File: src/rtl/usb3_sched_pkg.sv
// Shared definitions for the USB3 IN-endpoint scheduler: state encoding,
// address/length widths and the byte-length to word-count helper.
package usb3_sched_pkg;

  localparam int LEN_W     = 11;
  localparam int ADDR_W    = 9;
  localparam int DATA_W    = 32;
  localparam int MAX_WORDS = 256;

  typedef enum logic [2:0] {
    IDLE        = 3'd0,
    OFFER       = 3'd1,
    STREAM      = 3'd2,
    WAIT_RESULT = 3'd3,
    ARM         = 3'd4,
    ARM_REL     = 3'd5
  } sched_state_e;

  // Number of 32-bit words needed for a byte length. Lengths above one
  // maximum-size packet are clamped so a corrupt length can never run the
  // read address past the buffer.
  function automatic logic [ADDR_W-1:0] len_to_words(input logic [LEN_W-1:0] len);
    logic [ADDR_W-1:0] words;
    if (len > LEN_W'(1024)) begin
      words = ADDR_W'(MAX_WORDS);
    end else begin
      words = ADDR_W'((len + LEN_W'(3)) >> 2);
    end
    return words;
  endfunction

endpackage

File: src/rtl/usb3_rr_arb.sv
// Combinational round-robin arbiter: searches the request vector starting
// at ptr_i and wrapping, returns the first hit as one-hot and index.
// The pointer register is owned by the parent.
module usb3_rr_arb
  import usb3_sched_pkg::*;
#(
  parameter int NUM_EP = 4,
  parameter int EPW    = 2
) (
  input  logic [NUM_EP-1:0] req_i,
  input  logic [EPW-1:0]    ptr_i,
  output logic [NUM_EP-1:0] gnt_o,
  output logic [EPW-1:0]    idx_o,
  output logic              any_o
);

  // First requester at or after the pointer, wrapping at NUM_EP.
  always_comb begin
    logic          found;
    int            s;
    logic [EPW-1:0] j;
    found = 1'b0;
    s     = 0;
    j     = '0;
    gnt_o = '0;
    idx_o = '0;
    for (int k = 0; k < NUM_EP; k++) begin
      s = int'(ptr_i) + k;
      if (s >= NUM_EP) s = s - NUM_EP;
      j = EPW'(s);
      if (!found && req_i[j]) begin
        found    = 1'b1;
        gnt_o[j] = 1'b1;
        idx_o    = j;
      end
    end
    any_o = found;
  end

endmodule

File: src/rtl/usb3_ep_sched.sv
// USB3 IN-endpoint scheduler. Picks an endpoint round-robin, offers its
// packet to the protocol layer, streams the buffer words and re-arms the
// endpoint buffer with a 4-phase arm/arm_ack handshake.
//
// Handshakes: the offer (tx_valid/tx_ep/tx_len) is held stable until the
// protocol pulses tx_start for one cycle; tx_start is only honoured while
// tx_valid is high. Streaming has no backpressure: every cycle with
// tx_data_valid high carries one word. tx_result is a one-cycle strobe only
// honoured in WAIT_RESULT, with tx_ack qualifying it. ep_arm rises and stays
// high until ep_arm_ack is seen high, then falls and the block waits for
// ep_arm_ack to fall before scheduling again.
module usb3_ep_sched
  import usb3_sched_pkg::*;
#(
  parameter int NUM_EP      = 4,
  parameter int EPW         = 2,
  parameter int ARM_TIMEOUT = 15
) (
  input  logic                       local_clk,
  input  logic                       reset_n,
  input  logic [NUM_EP-1:0]          ep_enable,
  input  logic [NUM_EP-1:0]          ep_hasdata,
  input  logic [NUM_EP*LEN_W-1:0]    ep_len,
  input  logic [NUM_EP*DATA_W-1:0]   ep_q,
  output logic [ADDR_W-1:0]          ep_addr,
  output logic [NUM_EP-1:0]          ep_arm,
  input  logic [NUM_EP-1:0]          ep_arm_ack,
  output logic                       tx_valid,
  output logic [EPW-1:0]             tx_ep,
  output logic [LEN_W-1:0]           tx_len,
  input  logic                       tx_start,
  output logic [DATA_W-1:0]          tx_data,
  output logic                       tx_data_valid,
  output logic                       tx_data_last,
  input  logic                       tx_result,
  input  logic                       tx_ack,
  output logic                       err_timeout
);

  localparam int TMR_W = $clog2(ARM_TIMEOUT + 1);
  localparam logic [TMR_W-1:0] TMR_LAST = TMR_W'(ARM_TIMEOUT - 1);

  sched_state_e      state_q, state_d;
  logic [EPW-1:0]    cur_ep_q, cur_ep_d;
  logic [LEN_W-1:0]  len_q, len_d;
  logic [EPW-1:0]    rr_ptr_q, rr_ptr_d;
  logic [ADDR_W-1:0] addr_q, addr_d;
  logic              dv_q, dv_d;
  logic              last_q, last_d;
  logic [TMR_W-1:0]  timer_q, timer_d;
  logic              err_q, err_d;

  logic [NUM_EP-1:0] eligible;
  logic [NUM_EP-1:0] arb_gnt;
  logic [EPW-1:0]    arb_idx;
  logic              arb_any;
  logic [LEN_W-1:0]  len_sel;
  logic [ADDR_W-1:0] nwords;
  logic              ack_cur;
  logic              en_cur;

  assign eligible = ep_enable & ep_hasdata;
  assign nwords   = len_to_words(len_q);
  assign ack_cur  = ep_arm_ack[cur_ep_q];
  assign en_cur   = ep_enable[cur_ep_q];

  usb3_rr_arb #(
    .NUM_EP (NUM_EP),
    .EPW    (EPW)
  ) u_arb (
    .req_i (eligible),
    .ptr_i (rr_ptr_q),
    .gnt_o (arb_gnt),
    .idx_o (arb_idx),
    .any_o (arb_any)
  );

  // AND-OR select of the winning endpoint's length using the one-hot grant.
  always_comb begin
    len_sel = '0;
    for (int i = 0; i < NUM_EP; i++) begin
      if (arb_gnt[i]) len_sel = len_sel | ep_len[i*LEN_W +: LEN_W];
    end
  end

  // State and datapath registers; async clear puts every output at 0.
  always_ff @(posedge local_clk or negedge reset_n) begin
    if (!reset_n) begin
      state_q  <= IDLE;
      cur_ep_q <= '0;
      len_q    <= '0;
      rr_ptr_q <= '0;
      addr_q   <= '0;
      dv_q     <= 1'b0;
      last_q   <= 1'b0;
      timer_q  <= '0;
      err_q    <= 1'b0;
    end else begin
      state_q  <= state_d;
      cur_ep_q <= cur_ep_d;
      len_q    <= len_d;
      rr_ptr_q <= rr_ptr_d;
      addr_q   <= addr_d;
      dv_q     <= dv_d;
      last_q   <= last_d;
      timer_q  <= timer_d;
      err_q    <= err_d;
    end
  end

  // Next-state logic for arbitration, offer, streaming and arm handshake.
  always_comb begin
    state_d  = state_q;
    cur_ep_d = cur_ep_q;
    len_d    = len_q;
    rr_ptr_d = rr_ptr_q;
    addr_d   = addr_q;
    dv_d     = 1'b0;
    last_d   = 1'b0;
    timer_d  = timer_q;
    err_d    = 1'b0;
    case (state_q)
      IDLE: begin
        if (arb_any) begin
          cur_ep_d = arb_idx;
          len_d    = len_sel;
          rr_ptr_d = (arb_idx == EPW'(NUM_EP - 1)) ? '0 : arb_idx + EPW'(1);
          state_d  = OFFER;
        end
      end
      OFFER: begin
        // An accepted offer wins over a same-cycle disable: the protocol
        // has already committed to the packet.
        if (tx_start) begin
          addr_d  = '0;
          state_d = (nwords == '0) ? WAIT_RESULT : STREAM;
        end else if (!en_cur) begin
          state_d = IDLE;
        end
      end
      STREAM: begin
        // The word for addr_q arrives from the RAM one cycle later, so the
        // qualifier is registered alongside the issue.
        dv_d   = 1'b1;
        last_d = (addr_q == nwords - ADDR_W'(1));
        if (addr_q == nwords - ADDR_W'(1)) begin
          addr_d  = '0;
          state_d = WAIT_RESULT;
        end else begin
          addr_d = addr_q + ADDR_W'(1);
        end
      end
      WAIT_RESULT: begin
        if (tx_result) begin
          if (tx_ack) begin
            timer_d = '0;
            state_d = ARM;
          end else begin
            state_d = OFFER;
          end
        end
      end
      ARM: begin
        if (ack_cur) begin
          timer_d = '0;
          state_d = ARM_REL;
        end else if (timer_q == TMR_LAST) begin
          err_d   = 1'b1;
          state_d = IDLE;
        end else begin
          timer_d = timer_q + TMR_W'(1);
        end
      end
      ARM_REL: begin
        if (!ack_cur) begin
          state_d = IDLE;
        end else if (timer_q == TMR_LAST) begin
          err_d   = 1'b1;
          state_d = IDLE;
        end else begin
          timer_d = timer_q + TMR_W'(1);
        end
      end
      default: state_d = IDLE;
    endcase
  end

  // Arm request for the current endpoint only while in ARM.
  always_comb begin
    ep_arm = '0;
    if (state_q == ARM) ep_arm[cur_ep_q] = 1'b1;
  end

  assign ep_addr       = addr_q;
  assign tx_valid      = (state_q == OFFER);
  assign tx_ep         = tx_valid ? cur_ep_q : '0;
  assign tx_len        = tx_valid ? len_q : '0;
  assign tx_data_valid = dv_q;
  assign tx_data_last  = last_q;
  assign tx_data       = dv_q ? ep_q[cur_ep_q*DATA_W +: DATA_W] : '0;
  assign err_timeout   = err_q;

endmodule

File: config.mk
export PLATFORM = sky130hd
export DESIGN_NAME = usb3_ep_sched
export DESIGN_NICKNAME = d
export VERILOG_FILES = /design/src/rtl/usb3_sched_pkg.sv /design/src/rtl/usb3_rr_arb.sv /design/src/rtl/usb3_ep_sched.sv
export SDC_FILE = /design/constraint.sdc
export NUM_CORES = 1
export LEC_CHECK = 0
export BUFFER_PORTS_ARGS = -buffer_cell sky130_fd_sc_hd__buf_2
export CORE_MARGIN = 2
export CORE_UTILIZATION = 45
export CTS_CLUSTER_SIZE = 10
export DETAILED_ROUTE_END_ITERATION = 10
export GPL_ROUTABILITY_DRIVEN = 0
export GPL_TIMING_DRIVEN = 0
export HOLD_SLACK_MARGIN = 0.15
export PLACE_DENSITY = 0.83
export SYNTH_ARGS = -nofsm -noshare
export SYNTH_HDL_FRONTEND = slang
export SYNTH_SLANG_ARGS = --single-unit
File: constraint.sdc
create_clock -name local_clk -period 3.6 [get_ports local_clk]
set_clock_uncertainty 0.05 [all_clocks]
set_input_delay 0.54 -clock local_clk [delete_from_list [all_inputs] [get_ports local_clk]]
set_output_delay 0.54 -clock local_clk [all_outputs]
set_load 0.02 [all_outputs]
# Word level (Yosys, flattened, before mapping)
# Index checks and enable logic that the tools add are counted.
# op_classes
n_reduce_logical	19
magnitude_cmp	15
addsub	12
shift	1
eq_ne	15
n_mux	74
bitwise	7
# ops
op	n
indexed part select 128 x 8 -> 32 bit	1
2-to-1 mux 11 bit	5
2-to-1 mux 4 bit	10
OR 11 bit	3
2-to-1 mux 32 bit	1
2-to-1 mux 3 bit	9
2-to-1 mux 9 bit	3
2-to-1 mux 1 bit	21
2-to-1 mux 2 bit	10
one-hot mux 3 bit (6 select lines)	1
one-hot mux 9 bit (2 select lines)	1
< comparator 2 x 3 -> 1 bit (second input constant)	5
binary-select mux 1 bit (select 2 bit)	6
OR 4 bit	3
one-hot mux 4 bit (3 select lines)	1
adder 11 x 2 -> 11 bit (second input constant)	1
> comparator 11 bit (second input constant)	1
demux 1 bit (select 2 bit)	5
greater-or-equal comparator 2 x 1 -> 1 bit (second input constant)	5
!= test 2 bit (second input constant)	5
adder 9 x 1 -> 9 bit (second input constant)	1
== test 9 bit	1
greater-or-equal comparator 3 bit (second input constant)	3
logical NOT 9 bit	1
other kinds (23)	40
# totals
word_cells	152
in_bits	189
out_inout_bits	62
ff_bits	34

# Logic depth before layout (Yosys ltp)
# Gate-level depths: netlist of the first run.
# depth
ltp_word	21
depth_mapped	12
mapped_depth_nobuf	11

# By module
# A second synthesis of the first run with hierarchy kept.
# hier_totals
hier_cells	433
area_unflattened_um2	4026.4
# modules_own_cells
mod	cells_per_inst	n_inst	area_per_inst_um2	seq_area_each_um2
usb3_ep_sched	388	1	3604.7	850.8
usb3_rr_arb	45	1	421.7	0.0

# Least setup slack after synthesis of the first run
# OpenSTA, ideal clock, no wires.
# synth_timing
kind	flip-flop to flip-flop
from	reg (tool-made name)
to	reg len_q[0]
path_slack_ns	0.727
path_buffers	2
setup_time_ns	0.142
t_arrival_ns	2.681
synth_period_minus_slack_ns	2.873
required_ns	3.408
stages_incl_launch_ff	11
path_cell_list	dfrtp_1 -> clkbuf_1 -> inv_1 -> ha_1 -> mux4_2 -> and2_0 -> a22o_1 -> a211o_1 -> clkbuf_1 -> a22oi_1 -> a31oi_1
# synth_lines
item	line	rtl
end signal, assigned	usb3_ep_sched.sv:101	len_q <= len_d;
end, declared	usb3_ep_sched.sv:45	logic [LEN_W-1:0] len_q, len_d;

# Worst setup path after layout of the first run
# layout_timing
from	reg len_q[10]
to	reg addr_q[0], in the netlist ep_addr[0]
# layout_between
elab_chain_cells	6
elab_cells_between_ends	7
classes_between	add/sub (2); order compare (1); eq/ne (1); mux (3)
# layout_lines
item	line	rtl
adder 11 x 2 -> 11 bit or > comparator 11 bit (tied branches)	usb3_sched_pkg.sv:27, usb3_sched_pkg.sv:24	
2-to-1 mux 9 bit (*)	usb3_sched_pkg.sv:24	if (len > LEN_W'(1024)) begin
subtractor 9 x 1 -> 9 bit (*)	usb3_ep_sched.sv:146	if (addr_q == nwords - ADDR_W'(1)) begin
== test 9 bit (*)	usb3_ep_sched.sv:146	
2-to-1 mux 9 bit (*)	usb3_ep_sched.sv:146	
one-hot mux 9 bit (2 select lines) (*)	usb3_ep_sched.sv:122	case (state_q)
end signal, assigned	usb3_ep_sched.sv:103	addr_q <= addr_d;
end, declared	usb3_ep_sched.sv:47	logic [ADDR_W-1:0] addr_q, addr_d;
# Every way passes the cells marked *; elsewhere a longest branch is shown, timed or not.
# A chain may end at the register's enable or synchronous reset.

==> results of run 1 <==
## sequential cells by signal, indices dropped and copies added, names as in the netlist, named ones only
signal and cells:
len_q 11, ep_addr 9, tx_data_valid 1, cur_ep_q 2
err_timeout 1, rr_ptr_q 1, tx_data_last 1, state_q 3
timer_q 4
## power groups by stage
stage | sequential [mW] | clock [mW] | combinational, mW
after global routing | 0.741 | 0.307 | 3.59
after global placement | 0.714 | 0 | 3.15
after floorplan | 0.683 | 0 | 2.40
final | 0.724 | 0.290 | 3.30
after detailed placement | 0.720 | 0 | 3.25
after CTS | 0.716 | 0.296 | 3.26
## stage by stage
| step | setup WS, ns | cell area, um^2 | power [mW] |
|---|---|---|---|
| finish | 0.1973 | 5594 | 4.317 |
| global route | 0.02196 | 5592 | 4.635 |
| CTS | 0.1124 | 5572 | 4.271 |
| detailed placement | 0.1910 | 5480 | 3.974 |
| global placement | 0.2945 | 5480 | 3.865 |
| floorplan | 0.7274 | 4094 | 3.085 |
## worst max path at each step
stage | from | to
2_1_floorplan | flop | len_q[0]
3_3_place_gp | len_q[10] | ep_addr[1]
3_5_place_dp | len_q[10] | ep_addr[0]
4_1_cts | cur_ep_q[0] | tx_data[19]
5_1_grt | len_q[10] | ep_addr[0]
6_report | len_q[10] | ep_addr[0]
## cell type report
cell class,count,area [um^2]
fill,783,3169
multi-input combinational,367,3089
timing repair buffer,250,1251
sequential,34,850.8
tap,108,135.1
buffer,34,133.9
clock buffer,7,86.33
inverter,10,37.54
clock inverter,1,5.005
antenna,2,5.005
## critical path, cell delays in order (launching register included)
cell and delay (ns):
dfrtp_1 0.47, clkbuf_1 0.42, or3_1 0.19, ha_1 0.13, clkbuf_1 0.31, inv_1 0.15, a2111oi_1 0.54, o31ai_1 0.14
a221o_1 0.37, o31ai_1 0.35, o21ai_0 0.14
## placed cells by master, fill, tap and decap left out, types with 5 or more instances in the layout
| master | count |
|---|---|
| a211o_1 | 5 |
| a21oi_1 | 14 |
| a22oi_1 | 23 |
| a31oi_1 | 14 |
| and2_1 | 48 |
| buf_2 | 251 |
| clkbuf_1 | 26 |
| clkbuf_8 | 6 |
| dfrtp_1 | 34 |
| ha_1 | 12 |
| inv_1 | 10 |
| mux4_2 | 37 |
| nand2_1 | 22 |
| nand2b_1 | 5 |
| nand3_1 | 10 |
| nand4_1 | 5 |
| nor2_1 | 33 |
| nor2b_1 | 12 |
| nor3_1 | 20 |
| nor4_1 | 7 |
| o21ai_0 | 10 |
| xnor2_1 | 8 |
| xor2_1 | 7 |
## what timing repair did
action / CTS / global route
hold endpoints to repair: 0 / 0
setup endpoints to repair: 0 / 31
gates resized for setup: 0 / 11
## layer usage
layer  vias up  track usage, %  routed length, um
li1       2239               -                  -
met3        26           6.325               1535
met5         -               0                 11
met4         2           6.744                283
met2       286           55.46               7894
met1      2324           40.93               6286
## cell families after synthesis
logic type | Yosys count | share of synthesized area [%]
compound gates | 107 | 19.47
xor+xnor | 17 | 4.309
fa+ha+maj | 12 | 3.667
buf+inv | 44 | 4.065
flops | 34 | 20.78
mux | 44 | 22.25
simple gates | 187 | 25.46
==> results.sh, run 1 <==
export IMPL_yosysTopAreaCell="dfrtp_1"
export IMPL_final_hold_violation_count=0
export IMPL_nets=903
export IMPL_worst_r2r_path_depth=10
export IMPL_reg2reg_from="len_q[10]"
export IMPL_synth_common_cells="and2_1 (48), mux4_2 (37), dfrtp_1 (34), nor2_1 (33), clkbuf_1 (27)"
export IMPL_avgSynthCellArea_um2=9.200
export IMPL_drt_first_pass_iters=5
export IMPL_antenna_found_initial=2
export IMPL_yosysSeqAreaShare_pct=20.78
export IMPL_path_max_fanout=10
export IMPL_pwr_share_seq_pct=16.8
export IMPL_period_share_pct=94.52
export IMPL_hold_path_class="primary input to async pin"
export IMPL_synthTopCellsByArea="dfrtp_1 (21%), mux4_2 (20%), and2_1 (7.3%)"
export IMPL_worst_setup_path_type="flop to flop"
export IMPL_pin_count=251
export IMPL_netlist_area_leader_share_pct=20.78
export IMPL_grt_max_degree=35
export IMPL_synth_seq_cells=34
export IMPL_final_core_util_pct=63.83
export IMPL_drc=0
export IMPL_antenna_left=0
export IMPL_r2r_end="ep_addr[0]"
export IMPL_whs_ns=0.2751
export IMPL_rrSetupSlack_ns=0.20
export IMPL_drt_iter0_drc=309
export IMPL_synthArstFlopShare_pct=100.0
export IMPL_die_area_um2=9876
export IMPL_synth_cell_type_count=65
export IMPL_cts_tree="yes"
export IMPL_grt_pass1_wl_um=24690
export IMPL_rsz0062_at_grt="no"
export IMPL_hold_buffers=0
export IMPL_wl_per_cell_um=19.69
export IMPL_power_frac_comb_pct=76.5
export IMPL_cts_made_buffers=5
export IMPL_synthToLayoutAreaGrowth_pct=36.64
export IMPL_die_h_um=99.38
export IMPL_die_w_um=99.38
export IMPL_grt_use_total_pct=31.73
export IMPL_yosys_warnings=0
export IMPL_pwr_share_clk_pct=6.7
export IMPL_swShare_pct=51.43
export IMPL_drive_above_1_share_pct=44.81
export IMPL_synthFlopType="dfrtp_1"
export IMPL_synthCells=445
export IMPL_initial_core_util_pct=46.72
export IMPL_ir_drop_uv=394.4
export IMPL_report_final_slew_viol_count=0
export IMPL_rows=34
export IMPL_syn_area_um2=4094
export IMPL_max_freq_ghz=0.2939
export IMPL_design_core_area_um2=8763
export IMPL_routed_wl_um=16010
export IMPL_dr_total_vias=4877
export IMPL_relSlewSlack_pct=48.75
export IMPL_dp_cells=803
export IMPL_clkTransAtPathRegs_ns=0.07
export IMPL_grt_overflow=0
export IMPL_post_drt_via_cell_ratio=5.999
export IMPL_p_leak_nw=2.695
export IMPL_synth_edf_count=0
export IMPL_powerDensity_nw_per_um2=771.7
export IMPL_intPower_mw=2.097
export IMPL_status="finished, final reports clean"
export IMPL_port_buffers=250
export IMPL_p_switching_mw=2.220
export IMPL_cts_path_max_buffers=2
export IMPL_cts_sinks=34
export IMPL_maxCapViolations=0
export IMPL_grt_pass1_vias=4825
export IMPL_h_tree_depth=2
export IMPL_root_buffer="clkbuf_8"
export IMPL_worstSetupEndpointType="flop"
export IMPL_yosysMostFrequentCell="and2_1"
export IMPL_worstPathRequired_ns=3.70
export IMPL_cts_setup_buffers=0
export IMPL_worst_ep_arrival_time_ns=3.50
export IMPL_synth_nets=646
export IMPL_insertion_delay_ns=0.28
export IMPL_final_cells=813
export IMPL_setup_violations=0
export IMPL_tightest_slew_ns=0.7688
export IMPL_finalCriticalPeriod_ns=3.403
export IMPL_fin_tns_setup_ns=0
export IMPL_start_kind="flop"
export IMPL_hpwl_um=13590
No activity file was read; power rests on OpenSTA's default activity.
==> inputs of run 2 (changes only) <==
==> config.mk (replaced) <==
export PLATFORM = sky130hd
export DESIGN_NAME = usb3_ep_sched
export DESIGN_NICKNAME = d
export VERILOG_FILES = /design/src/rtl/usb3_sched_pkg.sv /design/src/rtl/usb3_rr_arb.sv /design/src/rtl/usb3_ep_sched.sv
export SDC_FILE = /design/constraint.sdc
export NUM_CORES = 1
export LEC_CHECK = 0
export CORE_AREA = 2 2 98 100
export CTS_CLUSTER_SIZE = 10
export DETAILED_ROUTE_END_ITERATION = 10
export DIE_AREA = 0 0 100 102
export DONT_BUFFER_PORTS = 1
export GPL_ROUTABILITY_DRIVEN = 0
export GPL_TIMING_DRIVEN = 0
export HOLD_SLACK_MARGIN = 0.15
export SYNTH_ARGS = -nofsm -noshare
export SYNTH_HDL_FRONTEND = slang
export SYNTH_SLANG_ARGS = --single-unit
==> run 2 against run 1 <==
Fmax grew 1.3%. Non-clock buffer count down 248. First-iteration DRC count is 14% lower. Largest cell class unchanged. Sequential share of layout area grew 4.2 points. Hold slack better by 0.16 ns. Clock-buffer cell count stayed put. Power is 6.0% lower. Design area decreased by 22%. Routed wire length down 6.9%. Core utilization decreased by 16 points. Global-route usage decreased by 3.1 points. Die area is 3.3% higher.
==> results.sh, run 2 (synthesis gave the netlist of run 1 again) <==
export IMPL_most_common_layout_cells="and2_1 (48), mux4_2 (37), dfrtp_1 (34)"
export IMPL_grt_pass1_vias=3826
export IMPL_largest_register_ffs=11
export IMPL_rows=35
export IMPL_drt_iter0_drc=266
export IMPL_path_max_fanout=10
export IMPL_pin_count=251
export IMPL_post_place_ws_ns=0.1842
export IMPL_grt_use_total_pct=28.68
export IMPL_hpwl_um=12350
export IMPL_worst_setup_path_type="flop to output port"
export IMPL_worstSetupEndpointType="output port"
export IMPL_h_tree_depth=2
export IMPL_max_freq_ghz=0.2978
export IMPL_die_area_um2=10200
export IMPL_initial_core_util_pct=44.95
export IMPL_fin_tns_setup_ns=0
export IMPL_routed_wl_um=14910
export IMPL_design_core_area_um2=9109
export IMPL_cts_path_max_buffers=2
export IMPL_setup_violations=0
export IMPL_grt_pass1_wl_um=22030
export IMPL_worst_r2r_path_depth=9
export IMPL_hold_path_class="primary input to flop"
export IMPL_antenna_found_initial=11
export IMPL_insertion_delay_ns=0.29
export IMPL_worst_ep_arrival_time_ns=2.77
export IMPL_tightest_slew_ns=0.9581
export IMPL_finalCriticalPeriod_ns=3.358
export IMPL_holdPathStages=2
export IMPL_cts_made_buffers=5
export IMPL_grt_max_degree=35
export IMPL_final_hold_violation_count=0
export IMPL_rsz0062_at_grt="no"
export IMPL_relSlewSlack_pct=35.23
export IMPL_antenna_left=0
export IMPL_period_share_pct=93.27
export IMPL_p_leak_nw=1.631
export IMPL_drt_first_pass_iters=5
export IMPL_cts_tree="yes"
export IMPL_ir_drop_uv=637.6
export IMPL_status="finished, final reports clean"
export IMPL_drc=0
export IMPL_p_total_mw=4.058
export IMPL_cts_sinks=34
export IMPL_drive_above_1_share_pct=13.85
export IMPL_post_drt_via_cell_ratio=6.802
export IMPL_maxCapViolations=0
export IMPL_port_buffers=0
export IMPL_largest_register="len_q"
export IMPL_layout_commonest_cell="and2_1"
export IMPL_fin_ws_ns=0.2423
export IMPL_dr_total_vias=3925
export IMPL_powerDensity_nw_per_um2=924.6
export IMPL_report_final_slew_viol_count=0
export IMPL_wl_per_cell_um=25.84
export IMPL_nets=655
export IMPL_die_h_um=102
export IMPL_start_kind="flop"
export IMPL_worstPathRequired_ns=3.01
export IMPL_rrSetupSlack_ns=0.27
export IMPL_die_w_um=100
export IMPL_grt_overflow=0
export IMPL_synthToLayoutAreaGrowth_pct=7.213
export IMPL_clkTransAtPathRegs_ns=0.07
export IMPL_root_buffer="clkbuf_8"
-- run 2: cell count changes in the layout (fill, tap and decap cells not counted), sizes merged --
cell	change
diode	+9
clkbuf	-2
dlygate4sd3	+1
buf	-247
-- run 2: worst paths after layout --
| path | endpoint | start |
|---|---|---|
| min in group asynchronous | ep_addr[7] | reset_n |
| worst max-delay path | tx_data[17] | cur_ep_q[0] |
| worst max register to register | len_q[1] | rr_ptr_q[1] |
| max in group asynchronous | timer_q[0] | reset_n |
| worst min register to register | timer_q[3] | timer_q[3] |
| worst min-delay path | len_q[5] | ep_len[5] |
-- run 2: layer usage --
layer,vias up,global-route usage (%),share of wire (%)
li1,1756,-,-
met4,2,12.12,3.8
met3,28,11.49,12
met1,1888,36.25,40
met2,251,43.45,44
met5,-,4.327,0.39
-- run 2: timing repair --
action                                  4_1_cts  5_1_grt
gates resized for setup                       0        5
endpoints found under the setup margin        0       21
endpoints found under the hold margin        34        0
hold buffers                                  2        0
setup buffers                                 0        0
-- run 2: through the flow --
stage,utilization [%],hold WS (ns),cells,area (um^2)
2_1_floorplan,-,0.1944,445,4094
3_3_place_gp,46.47,0.1955,556,4233
3_5_place_dp,46.47,0.1958,556,4233
4_1_cts,47.80,0.4323,566,4354
5_1_grt,48.16,0.4565,576,4387
6_report,48.19,0.4392,577,4389
-- run 2: layout make-up --
type,instances,area (um^2)
diodes,11,27.53
plain buffers,34,131.4
clock buffers,7,86.33
clock inverters,1,5.005
fillers,884,4720
inverters,10,37.54
multi-input cells,367,3082
flip-flops and latches,34,850.8
well taps,111,138.9
repair buffers,2,30.03
-- run 2: where the power goes --
group          switching, mW  leakage, nW  internal, mW
Sequential             0.233        0.431         0.518
Combinational           1.79         1.15          1.22
Clock                  0.144       0.0483         0.154
Total                   2.17         1.63          1.89
-- run 2: critical path: stages, from the launching register on --
cell      delay, ns
dfrtp_1        0.33
clkbuf_1       0.21
buf_2          0.35
buf_1          0.63
mux4_2         0.66
and2_1         0.28
==> inputs of run 3 (changes only) <==
--- a/config.mk
+++ b/config.mk
@@ -6,6 +6,7 @@
 export NUM_CORES = 1
 export LEC_CHECK = 0
 export CORE_AREA = 2 2 98 100
+export CTS_BUF_LIST = sky130_fd_sc_hd__clkbuf_4 sky130_fd_sc_hd__clkbuf_8 sky130_fd_sc_hd__clkbuf_16
 export CTS_CLUSTER_SIZE = 10
 export DETAILED_ROUTE_END_ITERATION = 10
 export DIE_AREA = 0 0 100 102
==> run 3 against run 2 <==
Critical path depth unchanged. Sequential power about the same. Non-clock buffer count unchanged. Sequential cell count unchanged. Worst setup slack worse by 0.0072 ns. Register-to-register slack about the same. Power up 0.22%. Largest cell class unchanged. Core utilization about the same. Fmax down 0.21%. Critical path type unchanged. Via count up 0.23%.
==> results.sh, run 3 (synthesis gave the netlist of run 1 again) <==
export IMPL_final_cells=577
export IMPL_grt_max_degree=35
export IMPL_largest_register_ffs=11
export IMPL_drt_iter0_drc=279
export IMPL_initial_core_util_pct=44.95
export IMPL_path_max_fanout=10
export IMPL_maxCapViolations=0
export IMPL_die_area_um2=10200
export IMPL_grt_pass1_vias=3826
export IMPL_ir_drop_uv=638.9
export IMPL_power_frac_comb_pct=74.0
export IMPL_status="finished, final reports clean"
export IMPL_report_final_slew_viol_count=0
export IMPL_hpwl_um=12350
export IMPL_rows=35
export IMPL_whs_ns=0.4378
export IMPL_grt_use_total_pct=28.68
export IMPL_root_buffer="clkbuf_8"
export IMPL_tightest_slew_ns=0.9581
export IMPL_dp_cells=556
export IMPL_worstPathRequired_ns=3.01
export IMPL_final_core_util_pct=48.23
export IMPL_final_hold_violation_count=0
export IMPL_drc=0
export IMPL_post_drt_via_cell_ratio=6.818
export IMPL_design_core_area_um2=9109
export IMPL_worstSetupEndpointType="output port"
export IMPL_pin_count=251
export IMPL_swShare_pct=53.30
export IMPL_cts_path_max_buffers=2
export IMPL_cts_sinks=34
export IMPL_synthToLayoutAreaGrowth_pct=7.304
export IMPL_rsz0062_at_grt="no"
export IMPL_cts_tree="yes"
export IMPL_setup_violations=0
export IMPL_p_total_mw=4.067
export IMPL_period_share_pct=93.47
export IMPL_seq_area_um2=850.8
export IMPL_p_leak_nw=1.635
export IMPL_start_kind="flop"
export IMPL_die_h_um=102
export IMPL_die_w_um=100
export IMPL_antenna_found_initial=11
export IMPL_fin_area_um2=4393
export IMPL_powerDensity_nw_per_um2=925.9
export IMPL_most_common_layout_cells="and2_1 (48), mux4_2 (37), dfrtp_1 (34)"
export IMPL_nFillCells=882
export IMPL_worst_ep_arrival_time_ns=2.77
export IMPL_antenna_left=0
export IMPL_pwr_share_seq_pct=18.5
export IMPL_finalCriticalPeriod_ns=3.365
export IMPL_pwr_share_clk_pct=7.6
export IMPL_layout_commonest_cell="and2_1"
export IMPL_largest_register="len_q"
export IMPL_grt_overflow=0
export IMPL_worst_setup_path_type="flop to output port"
export IMPL_h_tree_depth=2
export IMPL_place_area_um2=4233
export IMPL_clkTransAtPathRegs_ns=0.07
export IMPL_dr_total_vias=3934
export IMPL_p_switching_mw=2.168
export IMPL_hold_path_class="primary input to flop"
export IMPL_nets=655
export IMPL_insertion_delay_ns=0.29
export IMPL_fin_ws_ns=0.2352
export IMPL_drt_first_pass_iters=5
export IMPL_max_freq_ghz=0.2972
export IMPL_multi_input_area_um2=3082
export IMPL_grt_pass1_wl_um=22030
export IMPL_fin_tns_setup_ns=0
export IMPL_routed_wl_um=14890
export IMPL_wl_per_cell_um=25.81
export IMPL_port_buffers=0
export IMPL_intPower_mw=1.900
export IMPL_drive_above_1_share_pct=14.07
export IMPL_post_place_ws_ns=0.1842
export IMPL_relSlewSlack_pct=35.23
export IMPL_cts_made_buffers=5
-- run 3: changes by cell type in the layout (fill, tap and decap cells not counted) --
cell	before	now
clkbuf_1	26	25
clkbuf_4	0	1
-- run 3: path summary, 6_finish.rpt --
kind | slack, ns | end | start | cells after the start
worst max-delay path | 0.24 | tx_data[17] | cur_ep_q[0] | 5
worst min-delay path | 0.44 | len_q[5] | ep_len[5] | 2
worst max register to register | 0.28 | len_q[1] | rr_ptr_q[1] | 9
worst min register to register | 0.48 | timer_q[3] | timer_q[3] | 1
max in group asynchronous | 2.62 | len_q[5] | reset_n | 2
min in group asynchronous | 0.69 | ep_addr[7] | reset_n | 2
-- run 3: power groups by stage --
stage	logic (mW)	registers [mW]	clock network [mW]
6_report	3.01	0.751	0.308
3_3_place_gp	2.92	0.749	0
3_5_place_dp	2.96	0.756	0
2_1_floorplan	2.40	0.683	0
5_1_grt	3.30	0.779	0.325
4_1_cts	2.98	0.750	0.312
-- run 3: critical path, stage by stage (launching register included) --
cell      delay [ns]
dfrtp_1         0.33
clkbuf_1        0.21
buf_2           0.35
buf_1           0.64
mux4_2          0.66
and2_1          0.28
-- run 3: area by class of cell --
type                            instances  area share, %
Inverter                               10         0.8545
Clock inverter                          1         0.1139
Multi-Input combinational cell        367          70.15
Timing Repair Buffer                    2         0.6836
Clock buffer                            7          2.051
Buffer                                 34          2.991
Sequential cell                        34          19.37
Antenna cell                           11         0.6266
Tap cell                              111          3.161
-- run 3: what timing repair did --
item                                   in CTS  in global routing
buffers inserted                            0                  0
setup endpoints to repair                   0                 21
endpoints found under the hold margin      34                  0
resized for setup                           0                  5
hold buffers                                2                  0
-- run 3: routing by layer --
metal / GRT usage (%) / part of all wire (%) / vias to the layer above / wire length [um]
li1: - / - / 1755 / -
met1: 36.25 / 40 / 1899 / 5904
met2: 43.45 / 44 / 247 / 6566
met3: 11.49 / 12 / 31 / 1796
met4: 12.12 / 3.8 / 2 / 567
met5: 4.327 / 0.39 / - / 58
